--- src/rtl/fifo_bridge_pkg.sv ---
// Shared constants and the FIFO word layout for the FIFO-to-AXI-Stream read bridge.
package fifo_bridge_pkg;

  // Cycles between fifo_read_en and the word appearing on fifo_data_out.
  localparam int FIFO_RD_LATENCY = 1;
  // Output buffer depth; enough to absorb one read of latency at full rate.
  localparam int BUF_DEPTH = 2;
  localparam int DEFAULT_DATA_WIDTH = 8;

  // Word layout: MSB is the end-of-frame flag, the rest is payload.
  // Modules with a different DATA_WIDTH declare their own copy of this layout.
  typedef struct packed {
    logic                          last;
    logic [DEFAULT_DATA_WIDTH-1:0] data;
  } fifo_word_t;

endpackage

--- src/rtl/fifo_axis_rd_bridge_axis_out_buf.sv ---
// Two-entry in-order buffer. Slot 0 is always the head; slot 1 holds the
// second-oldest word. The caller guarantees no push when full and no pop when empty.
module axis_out_buf
  import fifo_bridge_pkg::*;
#(
  parameter int W = DEFAULT_DATA_WIDTH + 1
) (
  input  logic         clk_i,
  input  logic         reset_i,
  input  logic         push_i,
  input  logic [W-1:0] push_word_i,
  input  logic         pop_i,
  output logic [1:0]   occ_o,
  output logic [W-1:0] head_o
);

  logic [W-1:0] slot0_q, slot0_d;
  logic [W-1:0] slot1_q, slot1_d;
  logic [1:0]   occ_q, occ_d;

  // Next-state: shift slot 1 into the head on pop, place a pushed word behind the newest entry.
  always_comb begin
    slot0_d = slot0_q;
    slot1_d = slot1_q;
    occ_d   = occ_q;
    case ({push_i, pop_i})
      2'b10: begin
        if (occ_q == 2'd0) slot0_d = push_word_i;
        else               slot1_d = push_word_i;
        occ_d = occ_q + 2'd1;
      end
      2'b01: begin
        slot0_d = slot1_q;
        occ_d   = occ_q - 2'd1;
      end
      2'b11: begin
        // Occupancy unchanged; the pushed word lands directly behind whatever remains.
        if (occ_q == 2'd1) begin
          slot0_d = push_word_i;
        end else begin
          slot0_d = slot1_q;
          slot1_d = push_word_i;
        end
      end
      default: ;
    endcase
  end

  // Buffer storage and occupancy register; reset empties it and clears the payload.
  always_ff @(posedge clk_i) begin
    if (reset_i) begin
      slot0_q <= '0;
      slot1_q <= '0;
      occ_q   <= 2'd0;
    end else begin
      slot0_q <= slot0_d;
      slot1_q <= slot1_d;
      occ_q   <= occ_d;
    end
  end

  assign occ_o  = occ_q;
  assign head_o = slot0_q;

endmodule

--- src/rtl/fifo_axis_rd_bridge.sv ---
// Reads a registered-output FIFO and presents its words as an AXI-Stream master.
// A read is only issued when a buffer slot is guaranteed free by the time the
// word arrives, so the 2-entry buffer can never overflow.
//
// Handshake: a beat transfers on a clock edge where m_axis_tvalid && m_axis_tready.
// tvalid depends only on registered buffer occupancy (never on tready), and once
// tvalid is high, tvalid/tdata/tlast stay constant until that beat transfers.
module fifo_axis_rd_bridge
  import fifo_bridge_pkg::*;
#(
  parameter int DATA_WIDTH = 8,
  parameter int CNT_WIDTH  = 16
) (
  input  logic                  clk,
  input  logic                  reset,
  input  logic [DATA_WIDTH:0]   fifo_data_out,
  input  logic                  fifo_empty,
  output logic                  fifo_read_en,
  output logic [DATA_WIDTH-1:0] m_axis_tdata,
  output logic                  m_axis_tlast,
  output logic                  m_axis_tvalid,
  input  logic                  m_axis_tready,
  output logic [CNT_WIDTH-1:0]  frame_count
);

  typedef struct packed {
    logic                  last;
    logic [DATA_WIDTH-1:0] data;
  } word_t;

  word_t                head;
  logic [1:0]           occ;
  logic                 inflight_q;
  logic                 pop;
  logic [2:0]           credit;
  logic [CNT_WIDTH-1:0] frame_cnt_q, frame_cnt_d;

  assign m_axis_tvalid = (occ != 2'd0);

  // Credit check: words held plus word in flight, minus the one leaving this cycle, must leave room.
  always_comb begin
    pop          = m_axis_tvalid && m_axis_tready;
    credit       = {1'b0, occ} + {2'b00, inflight_q} - {2'b00, pop};
    fifo_read_en = !reset && !fifo_empty && (credit < 3'(BUF_DEPTH));
    frame_cnt_d  = frame_cnt_q;
    if (pop && head.last) frame_cnt_d = frame_cnt_q + 1'b1;
  end

  // In-flight flag tracks the FIFO read latency; frame counter counts accepted end-of-frame beats.
  always_ff @(posedge clk) begin
    if (reset) begin
      inflight_q  <= 1'b0;
      frame_cnt_q <= '0;
    end else begin
      inflight_q  <= fifo_read_en;
      frame_cnt_q <= frame_cnt_d;
    end
  end

  axis_out_buf #(
    .W (DATA_WIDTH + 1)
  ) u_buf (
    .clk_i       (clk),
    .reset_i     (reset),
    .push_i      (inflight_q),
    .push_word_i (fifo_data_out),
    .pop_i       (pop),
    .occ_o       (occ),
    .head_o      (head)
  );

  assign m_axis_tdata = head.data;
  assign m_axis_tlast = head.last;
  assign frame_count  = frame_cnt_q;

endmodule

--- config.mk ---
export PLATFORM = sky130hd
export DESIGN_NAME = fifo_axis_rd_bridge
export DESIGN_NICKNAME = d
export VERILOG_FILES = /design/src/rtl/fifo_bridge_pkg.sv /design/src/rtl/fifo_axis_rd_bridge_axis_out_buf.sv /design/src/rtl/fifo_axis_rd_bridge.sv
export SDC_FILE = /design/constraint.sdc
export NUM_CORES = 1
export LEC_CHECK = 0
export CORE_MARGIN = 1.5
export CORE_UTILIZATION = 52
export DETAILED_ROUTE_END_ITERATION = 10
export PLACE_DENSITY_LB_ADDON = 0.08
export SYNTH_ARGS = -nofsm -noshare
export SYNTH_HDL_FRONTEND = slang
export SYNTH_SLANG_ARGS = --single-unit
export TNS_END_PERCENT = 50
--- constraint.sdc ---
create_clock -name clk -period 3.5 [get_ports clk]
set_input_delay 0.35 -clock clk [delete_from_list [all_inputs] [get_ports clk]]
set_output_delay 0.35 -clock clk [all_outputs]
set_load 0.02 [all_outputs]
# ---- After elaboration in Yosys (flattened, before gate mapping)
# Index checks and enable logic that the tools add are counted.
dict set report word_totals {
  reg_bits 37
  input_bits 13
  out_inout_bits 27
  word_cells 38
}
dict set report classes {
  add_sub_neg 5
  n_lt_le_gt_ge 1
  n_eq_ne 7
  n_mux 7
  reduce_logical 13
}
# cell n
set ops {}
lappend ops {{9-bit two-way mux} 4}
lappend ops {{9-bit case mux with 3 select lines} 1}
lappend ops {{9-bit case mux with 2 select lines} 1}
lappend ops {{16-bit by 1-bit adder with 16-bit output, second input constant} 1}
lappend ops {{2-bit nonzero test} 3}
lappend ops {{2-bit by 1-bit equality test with 1-bit output, second input constant} 2}
lappend ops {{2-bit equality test, second input constant} 2}
lappend ops {{1-bit logical AND} 4}
lappend ops {{2-bit inequality test, second input constant} 2}
lappend ops {{2-bit case mux with 2 select lines} 1}
lappend ops {{2-bit by 1-bit adder with 3-bit output} 1}
lappend ops {{3-bit by 2-bit less-than comparator with 1-bit output, second input constant} 1}
lappend ops {{3-bit AND reduction} 1}
lappend ops {{3-bit nonzero test} 1}
lappend ops {{3-bit by 1-bit subtractor with 3-bit output} 1}
lappend ops {{2-bit by 1-bit adder with 2-bit output, second input constant} 1}
lappend ops {{1-bit zero test} 2}
lappend ops {{2-bit zero test} 1}
lappend ops {{2-bit by 1-bit inequality test with 1-bit output, second input constant} 1}
lappend ops {{2-bit AND reduction} 1}
lappend ops {{2-bit by 1-bit subtractor with 2-bit output, second input constant} 1}

# ---- Depth between registers and ports, before layout
# Gate-level depths: netlist of run 1.
dict set report depth {
  ltp_word 5
  mapped_depth 10
  mapped_depth_nobuf 9
}

# ---- By module
# A second synthesis of run 1 with hierarchy kept.
dict set report unflattened {
  cells_unflattened 194
  hier_area_um2 1805.5
}
# mod n_inst cells_each area_per_inst_um2 seq_area_each_um2
set by_module_without_submodules {}
lappend by_module_without_submodules {axis_out_buf 1 99 979.7 400.4}
lappend by_module_without_submodules {fifo_axis_rd_bridge 1 95 825.8 340.3}

# ---- Worst setup path before layout of run 1
# No wires, ideal clock.
dict set report synth_path {
  path_type {register to output}
  from {register u_buf.occ_q[1], in the netlist u_buf.occ_o[1]}
  to {output fifo_read_en}
  t_arrival_ns 2.676
  t_required_ns 3.150
  slack_ns 0.474
  stages_incl_launch_ff 11
  n_path_buf 1
  path_cell_list {dfxtp_1 > inv_1 > ha_1 > nand2b_1 > clkbuf_1 > xnor2_1 > and2_1 > inv_1 > fa_1 > xor2_1 > nor4b_1}
}
dict set report synth_between {
  elab_chain_len 5
  word_cells_on_any_way 6
  cone_classes {2 x add/sub; 1 x order compare; 3 x reduce/logical}
}
# element line
set synth_lines {}
lappend synth_lines {{start, declared} fifo_axis_rd_bridge_axis_out_buf.sv:19} ;# logic [1:0] occ_q, occ_d;
lappend synth_lines {{start signal, assigned} fifo_axis_rd_bridge_axis_out_buf.sv:54} ;# occ_q <= 2'd0;
lappend synth_lines {{start signal, assigned} fifo_axis_rd_bridge_axis_out_buf.sv:58} ;# occ_q <= occ_d;
lappend synth_lines {{parallel branches: the longest is 2 deep, another holds 2-bit by 1-bit adder with 3-bit output} -}
lappend synth_lines {{3-bit by 1-bit subtractor with 3-bit output *} fifo_axis_rd_bridge.sv:43} ;# credit = {1'b0, occ} + {2'b00, inflight_q} - {2'b00, pop};
lappend synth_lines {{3-bit by 2-bit less-than comparator with 1-bit output *} fifo_axis_rd_bridge.sv:44} ;# fifo_read_en = !reset && !fifo_empty && (credit < 3'(BUF_DEPTH));
lappend synth_lines {{1-bit logical AND *} fifo_axis_rd_bridge.sv:44}
lappend synth_lines {{end, declared} fifo_axis_rd_bridge.sv:18} ;# output logic fifo_read_en,
# Every way passes the cells marked *.

# ---- Worst setup path after layout of run 1
# Same ends and word-level chain as after synthesis.

==> results of run 1 <==
placed cells by master (no fill, tap or decap), types with 2 or more instances in the layout:
cell type	synthesis	layout
clkdlybuf4s50_1	0	38
dfxtp_1	37	36
nor2_1	30	30
mux2i_1	19	19
a211oi_1	11	10
nand2_1	8	8
o21ai_0	7	7
xor2_1	6	6
a21oi_1	6	6
inv_1	5	5
nand3_1	5	5
clkbuf_4	0	5
xnor2_1	4	4
or3_1	4	4
and3_1	3	3
nor3_1	3	3
ha_1	3	3
and2_1	2	2
nor4b_1	2	2
nand4_1	2	2
or4b_2	2	2
buf_4	0	2
timing repair:
item                                    CTS  global route
gates resized for setup                   1             1
endpoints found under the hold margin     0             0
endpoints found under the setup margin    1             1
state kept, by name (all words and copies together), names as in the netlist:
register and flops:
u_buf.head_o 9, u_buf.occ_o 2, frame_count 16, u_buf.slot1_q 9
inflight_q 1
cell type report:
cell class	instances	area share [%]
Sequential cell	37	34.5
Clock buffer	5	1.75
Clock inverter	3	0.989
Inverter	5	0.873
Multi-Input combinational cell	129	40.5
Timing Repair Buffer	41	18.8
Tap cell	44	2.56
worst min-delay path: stages, from the launching register on:
cell and delay (ns):
dfxtp_1 0.33, o21ai_0 0.07, a21oi_1 0.06
report_power, final:
part	switching (W)	leakage [nW]	internal [W]
Clock	0.000155	0.0316	0.0000793
Sequential	0.0000567	0.301	0.000496
Combinational	0.000310	0.473	0.000263
routing by layer:
metal  GRT usage, %  vias up  wire length (um)
li1               -      713                 -
met1           27.1      666              1490
met2           37.0       31              1740
met3           8.52        7               178
met4           7.14        0                48
met5              0        -                 0
path summary, 6_finish.rpt:
| kind | startpoint | to | slack (ns) | cells past startpoint |
|---|---|---|---|---|
| worst min register to register | frame_count[15]$_SDFFE_PP0P_ | frame_count[15]$_SDFFE_PP0P_ | 0.49 | 2 |
| worst max register to register | u_buf.occ_o[1]$_SDFFE_PP0P_ | frame_count[14]$_SDFFE_PP0P_ | 1.26 | 6 |
| worst min-delay path | frame_count[15]$_SDFFE_PP0P_ | frame_count[15]$_SDFFE_PP0P_ | 0.49 | 2 |
| worst max-delay path | u_buf.occ_o[1]$_SDFFE_PP0P_ | fifo_read_en | 0.25 | 10 |
per-stage QoR:
| stage | util (%) | power (W) | instances | cell area, um^2 |
|---|---|---|---|---|
| 6_report | 70.5 | 0.00136 | 264 | 2150 |
| 3_5_place_dp | 68.5 | 0.00114 | 256 | 2090 |
| 5_1_grt | 70.5 | 0.00146 | 264 | 2150 |
| 4_1_cts | 70.4 | 0.00137 | 264 | 2150 |
| 3_3_place_gp | 68.5 | 0.00111 | 256 | 2090 |
| 2_1_floorplan | - | 0.000927 | 179 | 1660 |
cell families (layout without fill, tap and decap cells):
kind of cell	count (synthesis)	after routing	synth area share, %
adders and majority gates	4	4	3.47
and+or+nand+nor	67	67	20.8
DFF	37	37	44.7
muxes	19	19	11.5
buffers and inverters	13	54	3.02
xor gates and xnor gates	10	10	5.28
AOI/OAI and AO/OA	29	29	11.3
==> run metrics, run 1 <==
status finished clean; CTS tree built; Clock Root Buffer clkbuf_4; Die W 59.5 um; vias in the first global route 1354; Ys Warns 0; I/O Buffers 39; nets@finish 236; Yosys top cell area share 44.7%; largest net degree at the start of global routing 38; largest stage delay on the critical path 0.40 ns; post-DR vias/cell 5.37; WL per Instance 13.1 um; Primary FF master, synth dfxtp_1; # H-tree levels 2; Worst setup EP type output pin; initial core utilization 54.3%; Worst EP required 3.15 ns; clock transition at the registers of the reported paths 0.12 ns; Async SR Flop Fraction 0%; f_max 308 MHz; HPWL after DPL 2490 um; I/O pin count 40; first-pass GRT wire length 5930 um; DRC 0; most frequent CP cell inv_1; Tmin final 3.25 ns; count leader, synth dfxtp_1; Clock Latency Late Sink 0.36 ns; Slew Limit Headroom 20.6%; die area 0.00354 mm^2; antenna cell count 0; Setup violations, final 0; area leader, netlist dfxtp_1; Sink Count 37; core area 0.00305 mm^2; maxcap violations 0; row cnt 20; Leakage 0.806 nW; drt first-iter violations 58; total track usage 22.6%; worst-path fanout max 5; VDD IR max 377 uV; CTS buffer count 5; register area share after synthesis 44.7%; post-synth cell types 34; cell count after synthesis 179; measured slew at the worst slew-check pin 1.18 ns; CP top delay family simple AND/OR/NAND/NOR gates; setup tns final 0 ns; layout cells sized above 1 7.73%; total grt overflow 0; post-synthesis average cell area 9.26 um^2; Die Y 59.5 um; Worst Path Arrival 2.90 ns; Hold Crit Class register to register; hold buffers post-CTS 0; Synth top cells by count dfxtp_1 (37), nor2_1 (30), mux2i_1 (19), a211oi_1 (11), nand2_1 (8); #FFs+latches synth 37; Worst Setup Start Kind register; area of the multi-input gates 872 um^2; pre-CTS setup slack 0.196 ns; DRT Wirelength 3460 um; FF+latch area 742 um^2; final hold violations 0; initial antenna violation count 0; Routed Antenna Nets 0; Max clock buf depth 2; Clock Skews 0.0116 ns; Setup Fix Bufs, Post-CTS 0; fin crit share 92.9%; CP max-delay cell dfxtp_2; top cells by area, synth dfxtp_1 (45%), mux2i_1 (11%), nor2_1 (6.8%); Max Slew Vio Count 0; Area Overhead vs Synth 29.7%; pwr/cell area 632 mW/mm^2; Post-synth EDFFs 0; TritonRoute pass-1 iters 4; Hold Worst Slack 0.488 ns; Via Count 1417; Bufs and invs on worst path 3; Cell Chain, Critical Path inv_1 > ha_1 > nand2b_1 > xnor2_1 > and2_1 > inv_1 > fa_1 > xor2_1 > nor4b_1 > dlygate4sd2_1; Synth Net Count 196; layout filler cell count 259; Final WS setup 0.250 ns; Synth Cell Area 0.00166 mm^2; RSZ-0062 raised after global routing no; routability cong. 0.834; WS Path Type register to output pin
Note: power is estimated with default switching activity, not from simulation.
==> run 2, diff against run 1 <==
--- a/config.mk
+++ b/config.mk
@@ -6,7 +6,7 @@
 export NUM_CORES = 1
 export LEC_CHECK = 0
 export CORE_MARGIN = 1.5
-export CORE_UTILIZATION = 52
+export CORE_UTILIZATION = 40
 export DETAILED_ROUTE_END_ITERATION = 10
 export PLACE_DENSITY_LB_ADDON = 0.08
 export SYNTH_ARGS = -nofsm -noshare
==> run 2 against run 1 <==
Against the previous run: clock power is 65% higher; first-iteration DRC count is 43% higher; wire length up 7.7%; sequential share of layout area decreased by 1.2 points; critical endpoint unchanged.
==> run metrics, run 2 (synthesis gave the netlist of run 1 again) <==
status finished clean (unchanged); Worst EP required 3.15 ns (about the same); nets@finish 237 (was 236); Reg2Reg Capture Point frame_count[12]$_SDFFE_PP0P_ (was frame_count[14]$_SDFFE_PP0P_); layout cells sized above 1 7.69% (was 7.73%); end-of-flow core utilization 55.6% (was 70.5%); Worst Path Arrival 2.84 ns (was 2.90 ns); # H-tree levels 2 (unchanged); Max clock buf depth 2 (unchanged); routability cong. 0.762 (was 0.834); worst flop-to-flop path startpoint u_buf.occ_o[1]$_SDFFE_PP0P_ (unchanged); Worst Setup Start Kind register (unchanged); CTS buffer count 5 (unchanged); Placed Cells 263 (was 256); most frequent CP cell inv_1 (unchanged); largest net degree at the start of global routing 38 (unchanged); Clock Latency Late Sink 0.29 ns (was 0.36 ns); hold path depth 2 (unchanged); fin crit share 91.0% (was 92.9%); Sink Count 37 (unchanged); drt first-iter violations 83 (was 58); Post-DP Area 0.00211 mm^2 (was 0.00209 mm^2); Setup violations, final 0 (unchanged); I/O Buffers 39 (unchanged); Max Slew Vio Count 0 (unchanged); Worst setup EP type output pin (unchanged); final hold violations 0 (unchanged); FF-to-FF path depth 6 (unchanged); total track usage 18.3% (was 22.6%); hold path start u_buf.slot1_q[4]$_SDFFE_PP0P_ (was frame_count[15]$_SDFFE_PP0P_); max FFs per register 16 (unchanged); WHS Endpoint u_buf.slot1_q[4]$_SDFFE_PP0P_ (was frame_count[15]$_SDFFE_PP0P_); Hold Crit Class register to register (unchanged); initial antenna violation count 0 (unchanged); first-pass GRT wire length 6290 um (was 5930 um); row cnt 23 (was 20); Design Area, Final 0.00223 mm^2 (was 0.00215 mm^2); pwr/cell area 679 mW/mm^2 (was 632 mW/mm^2); Slew Limit Headroom 17.0% (was 20.6%); measured slew at the worst slew-check pin 1.24 ns (was 1.18 ns); Cell Chain, Critical Path inv_1 > ha_1 > nand2b_1 > xnor2_1 > and2_1 > inv_1 > fa_1 > xor2_1 > nor4b_1 > dlygate4sd2_1 (unchanged); CTS tree built (unchanged); die area 0.00454 mm^2 (was 0.00354 mm^2); core area 0.00400 mm^2 (was 0.00305 mm^2); RSZ-0062 raised after global routing no (unchanged); Via Count 1413 (was 1417); VDD IR max 395 uV (was 377 uV); leading cell type in the layout, fill and taps excluded clkdlybuf4s50_1 (unchanged); CP max-delay cell dfxtp_1 (was dfxtp_2); WS Path Type register to output pin (unchanged); Cell Count, Final, Fillers Out 271 (was 264); Clock Skews 0.00547 ns (was 0.0116 ns); initial core utilization 41.4% (was 54.3%); I/O pin count 40 (unchanged); DRT Wirelength 3720 um (was 3460 um); Leakage 0.836 nW (was 0.806 nW); post-DR vias/cell 5.21 (was 5.37); total grt overflow 0 (unchanged); clock transition at the registers of the reported paths 0.07 ns (was 0.12 ns); HPWL after DPL 2600 um (was 2490 um); largest stage delay on the critical path 0.44 ns (was 0.40 ns); Worst Setup SP u_buf.occ_o[1]$_SDFFE_PP0P_ (unchanged); setup tns final 0 ns (unchanged); vias in the first global route 1403 (was 1354); WL per Instance 13.7 um (was 13.1 um); Die W 67.4 um (was 59.5 um); Tmin final 3.19 ns (was 3.25 ns); maxcap violations 0 (unchanged); R2R setup slack 1.17 ns (was 1.26 ns); Final WS setup 0.314 ns (was 0.250 ns); TritonRoute pass-1 iters 4 (unchanged); worst-path fanout max 5 (unchanged); DRC 0 (unchanged); f_max 314 MHz (was 308 MHz); most frequent cells in the layout clkdlybuf4s50_1 (38), dfxtp_1 (37), nor2_1 (30), mux2i_1 (19), a211oi_1 (10) (was clkdlybuf4s50_1 (38), dfxtp_1 (36), nor2_1 (30), mux2i_1 (19), a211oi_1 (10)); pre-CTS setup slack 0.254 ns (was 0.196 ns); Routed Antenna Nets 0 (unchanged); Area Overhead vs Synth 34.3% (was 29.7%); Die Y 67.4 um (was 59.5 um); Clock Root Buffer clkbuf_8 (was clkbuf_4); antenna cell count 0 (unchanged)
==> run 2: cell count changes in the layout (fill, tap and decap cells not counted) <==
| cell | delta |
|---|---|
| clkbuf_8 | +6 |
| clkbuf_4 | -5 |
| buf_4 | +1 |
| bufinv_16 | +1 |
| clkinv_2 | -1 |
| dfxtp_1 | +1 |
| dfxtp_2 | -1 |
| inv_6 | -1 |
==> run 2: how the worst max path moves through the flow <==
stage	to	slack (ns)	depth (start not counted)
floorplan	fifo_read_en	0.47	10
global placement	fifo_read_en	0.30	9
detailed placement	fifo_read_en	0.25	9
CTS	fifo_read_en	0.28	10
global route	fifo_read_en	0.04	10
finish	fifo_read_en	0.31	10
==> run 2: worst max-delay path, delay by kind of cell (launching register included) <==
| kind | cells | cell delay (ns) |
|---|---|---|
| simple gates | 3 | 0.62 |
| flops | 1 | 0.44 |
| fa+ha+maj | 2 | 0.62 |
| xor+xnor | 2 | 0.34 |
| buf+inv | 3 | 0.51 |
==> run 2: power breakdown <==
group / leakage, nW / switching [W] / total [W] / internal (W)
logic: 0.479 / 0.000309 / 0.000573 / 0.000264
registers: 0.300 / 0.0000583 / 0.000554 / 0.000496
clock network: 0.0574 / 0.000153 / 0.000385 / 0.000232
==> run 2: per-layer routing <==
layer	global-route usage [%]	vias up	part of all wire, %
met5	0	-	0
met4	4.59	0	0.78
met3	5.83	5	4.3
met2	32.9	27	49
met1	20.9	668	46
li1	-	713	-
==> run 2: metrics by stage <==
step	hold WS [ns]	total power [W]
4_1_cts	0.500	0.00153
3_5_place_dp	0.482	0.00114
2_1_floorplan	0.429	0.000927
6_report	0.497	0.00151
5_1_grt	0.537	0.00161
3_3_place_gp	0.471	0.00112
==> run 2: repair_timing <==
item | 4_1_cts | 5_1_grt
hold buffers | 0 | 0
resized for setup | 1 | 0
buffers inserted | 0 | 0
endpoints found under the setup margin | 1 | 0
==> run 2: final cells by class <==
class / count / area [um^2]
Timing Repair Buffer: 42 / 412
Clock buffer: 6 / 82.6
Multi-Input combinational cell: 129 / 872
Tap cell: 50 / 62.6
Clock inverter: 2 / 37.5
Sequential cell: 37 / 741
Inverter: 5 / 18.8
Fill cell: 354 / 1770
==> run 3, diff against run 2 <==
--- a/config.mk
+++ b/config.mk
@@ -5,10 +5,13 @@
 export SDC_FILE = /design/constraint.sdc
 export NUM_CORES = 1
 export LEC_CHECK = 0
+export CELL_PAD_IN_SITES_DETAIL_PLACEMENT = 0
+export CELL_PAD_IN_SITES_GLOBAL_PLACEMENT = 1
 export CORE_MARGIN = 1.5
-export CORE_UTILIZATION = 40
+export CORE_UTILIZATION = 39
 export DETAILED_ROUTE_END_ITERATION = 10
 export PLACE_DENSITY_LB_ADDON = 0.08
+export SLEW_MARGIN = 15
 export SYNTH_ARGS = -nofsm -noshare
 export SYNTH_HDL_FRONTEND = slang
 export SYNTH_SLANG_ARGS = --single-unit
==> run 3 against run 2 <==
Against the previous run: non-clock buffer count unchanged; total power fell by 3.8%; sequential share of layout area grew 0.23 points; hold slack worse by 0.0036 ns; cell area down 0.67%; combinational power about the same; clock skew barely moved; clock power fell by 16%; critical endpoint unchanged; largest cell class unchanged; largest power group unchanged.
==> run metrics, run 3 (synthesis gave the netlist of run 1 again) <==
maxcap violations 0 (unchanged); total track usage 18.2% (was 18.3%); R2R setup slack 1.17 ns (about the same); Tmin final 3.17 ns (was 3.19 ns); CTS buffer count 5 (unchanged); fin crit share 90.7% (was 91.0%); largest stage delay on the critical path 0.42 ns (was 0.44 ns); Cell Chain, Critical Path inv_1 > ha_1 > nand2b_1 > xnor2_1 > and2_1 > inv_1 > fa_1 > xor2_1 > nor4b_1 > dlygate4sd2_1 (unchanged); I/O pin count 40 (unchanged); HPWL after DPL 2630 um (was 2600 um); hold path depth 2 (unchanged); clock transition at the registers of the reported paths 0.08 ns (was 0.07 ns); WS Path Type register to output pin (unchanged); Max Slew Vio Count 0 (unchanged); # resized after CTS 1 (unchanged); Leakage 0.835 nW (was 0.836 nW); Bufs and invs on worst path 3 (unchanged); CP top delay family simple AND/OR/NAND/NOR gates (was adder cells); nets@finish 237 (unchanged); combinational share of power 39.6% (was 37.9%); max FFs per register 16 (unchanged); TritonRoute pass-1 iters 4 (unchanged); Hold Crit Class register to register (unchanged); f_max 315 MHz (was 314 MHz); Area Overhead vs Synth 33.4% (was 34.3%); power share of the sequential group 38.0% (was 36.6%); largest net degree at the start of global routing 38 (unchanged); CP max-delay cell dfxtp_1 (unchanged); critical path depth 10 (unchanged); Worst Setup Start Kind register (unchanged); worst-path fanout max 5 (unchanged); CTS tree built (unchanged); initial antenna violation count 0 (unchanged); Clock Skews 0.00580 ns (was 0.00547 ns); Sink Count 37 (unchanged); layout cells sized above 1 8.14% (was 7.69%); I/O Buffers 39 (unchanged); Max clock buf depth 2 (unchanged); pre-CTS setup slack 0.206 ns (was 0.254 ns); status finished clean (unchanged); Die W 68.2 um (was 67.4 um); Clock Latency Late Sink 0.28 ns (was 0.29 ns); Die Y 68.2 um (was 67.4 um); Clock Power Share 22.4% (was 25.5%); first-pass GRT wire length 6340 um (was 6290 um); Worst setup EP type output pin (unchanged); core area 0.00406 mm^2 (was 0.00400 mm^2); Via Count 1392 (was 1413); measured slew at the worst slew-check pin 0.761 ns (was 1.24 ns); Routed Antenna Nets 0 (unchanged); pwr/cell area 658 mW/mm^2 (was 679 mW/mm^2); Final WS setup 0.327 ns (was 0.314 ns); most frequent CP cell inv_1 (unchanged); drt first-iter violations 78 (was 83); routability cong. 0.736 (was 0.762); end-of-flow core utilization 54.5% (was 55.6%); most frequent cells in the layout clkdlybuf4s50_1 (38), dfxtp_1 (37), nor2_1 (30), mux2i_1 (19), a211oi_1 (10) (unchanged); Reg2Reg Capture Point frame_count[12]$_SDFFE_PP0P_ (unchanged); Setup violations, final 0 (unchanged); leading cell type in the layout, fill and taps excluded clkdlybuf4s50_1 (unchanged); DRT Wirelength 3760 um (was 3720 um); FF-to-FF path depth 6 (unchanged); final hold violations 0 (unchanged); Worst Path Arrival 2.82 ns (was 2.84 ns); post-DR vias/cell 5.14 (was 5.21); WHS Endpoint frame_count[15]$_SDFFE_PP0P_ (was u_buf.slot1_q[4]$_SDFFE_PP0P_); vias in the first global route 1368 (was 1403); row cnt 23 (unchanged); # H-tree levels 2 (unchanged); DRC 0 (unchanged); RSZ-0062 raised after global routing no (unchanged); VDD IR max 342 uV (was 395 uV); Cell Count, Final, Fillers Out 271 (unchanged); antenna cell count 0 (unchanged); Slew Limit Headroom 49.3% (was 17.0%); worst flop-to-flop path startpoint u_buf.occ_o[1]$_SDFFE_PP0P_ (unchanged); internal power 0.000939 W (was 0.000992 W); Worst EP required 3.15 ns (about the same); initial core utilization 40.9% (was 41.4%); sw frac 35.4% (was 34.4%); setup tns final 0 ns (unchanged); Setup Fix Bufs, Post-CTS 0 (unchanged); Switch Pwr 0.000515 W (was 0.000521 W); hold buffers post-CTS 0 (unchanged); Clock Root Buffer clkbuf_8 (unchanged); die area 0.00465 mm^2 (was 0.00454 mm^2); hold path start frame_count[15]$_SDFFE_PP0P_ (was u_buf.slot1_q[4]$_SDFFE_PP0P_); total grt overflow 0 (unchanged); WL per Instance 13.9 um (was 13.7 um); Placed Cells 263 (unchanged)
-- run 3: cell count changes in the layout (fill, tap and decap cells not counted) --
| cell | previous run | this run |
|---|---|---|
| clkinvlp_4 | 1 | 0 |
| clkbuf_8 | 6 | 7 |
| clkinv_2 | 0 | 1 |
| o21ai_1 | 1 | 0 |
| o21ai_2 | 0 | 1 |
| bufinv_16 | 1 | 0 |
-- run 3: worst register-to-register path, stage by stage, from the launching register on --
cell     delay, ns
dfxtp_1       0.42
inv_1         0.09
ha_1          0.24
and4b_1       0.35
nand4_1       0.27
or4b_2        0.71
a21oi_1       0.18
-- run 3: power groups by stage --
stage               clock network [W]  registers, W  logic, W
detailed placement                  0      0.000562  0.000585
floorplan                           0      0.000612  0.000315
finish                       0.000325      0.000552  0.000576
global placement                    0      0.000559  0.000563
CTS                          0.000335      0.000554  0.000586
global route                 0.000356      0.000566  0.000636
-- run 3: final cells by class --
type	count	area (um^2)
Timing Repair Buffer	42	412
Tap cell	50	62.6
Clock buffer	7	96.3
Multi-Input combinational cell	129	876
Fill cell	368	1850
Inverter	5	18.8
Clock inverter	1	5.00
Sequential cell	37	741
-- run 3: per-layer routing --
metal	up-vias	GRT usage [%]	wire (um)
met1	655	22.7	1780
met5	-	0	0
met2	27	30.2	1800
met4	0	6.25	25
met3	2	4.93	151
li1	708	-	-
-- run 3: how the worst max path moves through the flow --
stage                                      startpoint      endpoint
final                     u_buf.occ_o[1]$_SDFFE_PP0P_  fifo_read_en
after global routing      u_buf.occ_o[1]$_SDFFE_PP0P_  fifo_read_en
after CTS                 u_buf.occ_o[1]$_SDFFE_PP0P_  fifo_read_en
after detailed placement                m_axis_tready  fifo_read_en
after global placement                  m_axis_tready  fifo_read_en
after floorplan           u_buf.occ_o[1]$_SDFFE_PP0P_  fifo_read_en
-- run 3: per-stage QoR --
step	area, um^2	hold WS, ns	total power, W
2_1_floorplan	1660	0.429	0.000927
3_3_place_gp	2110	0.470	0.00112
3_5_place_dp	2110	0.484	0.00115
4_1_cts	2210	0.498	0.00147
5_1_grt	2210	0.521	0.00156
6_report	2210	0.494	0.00145
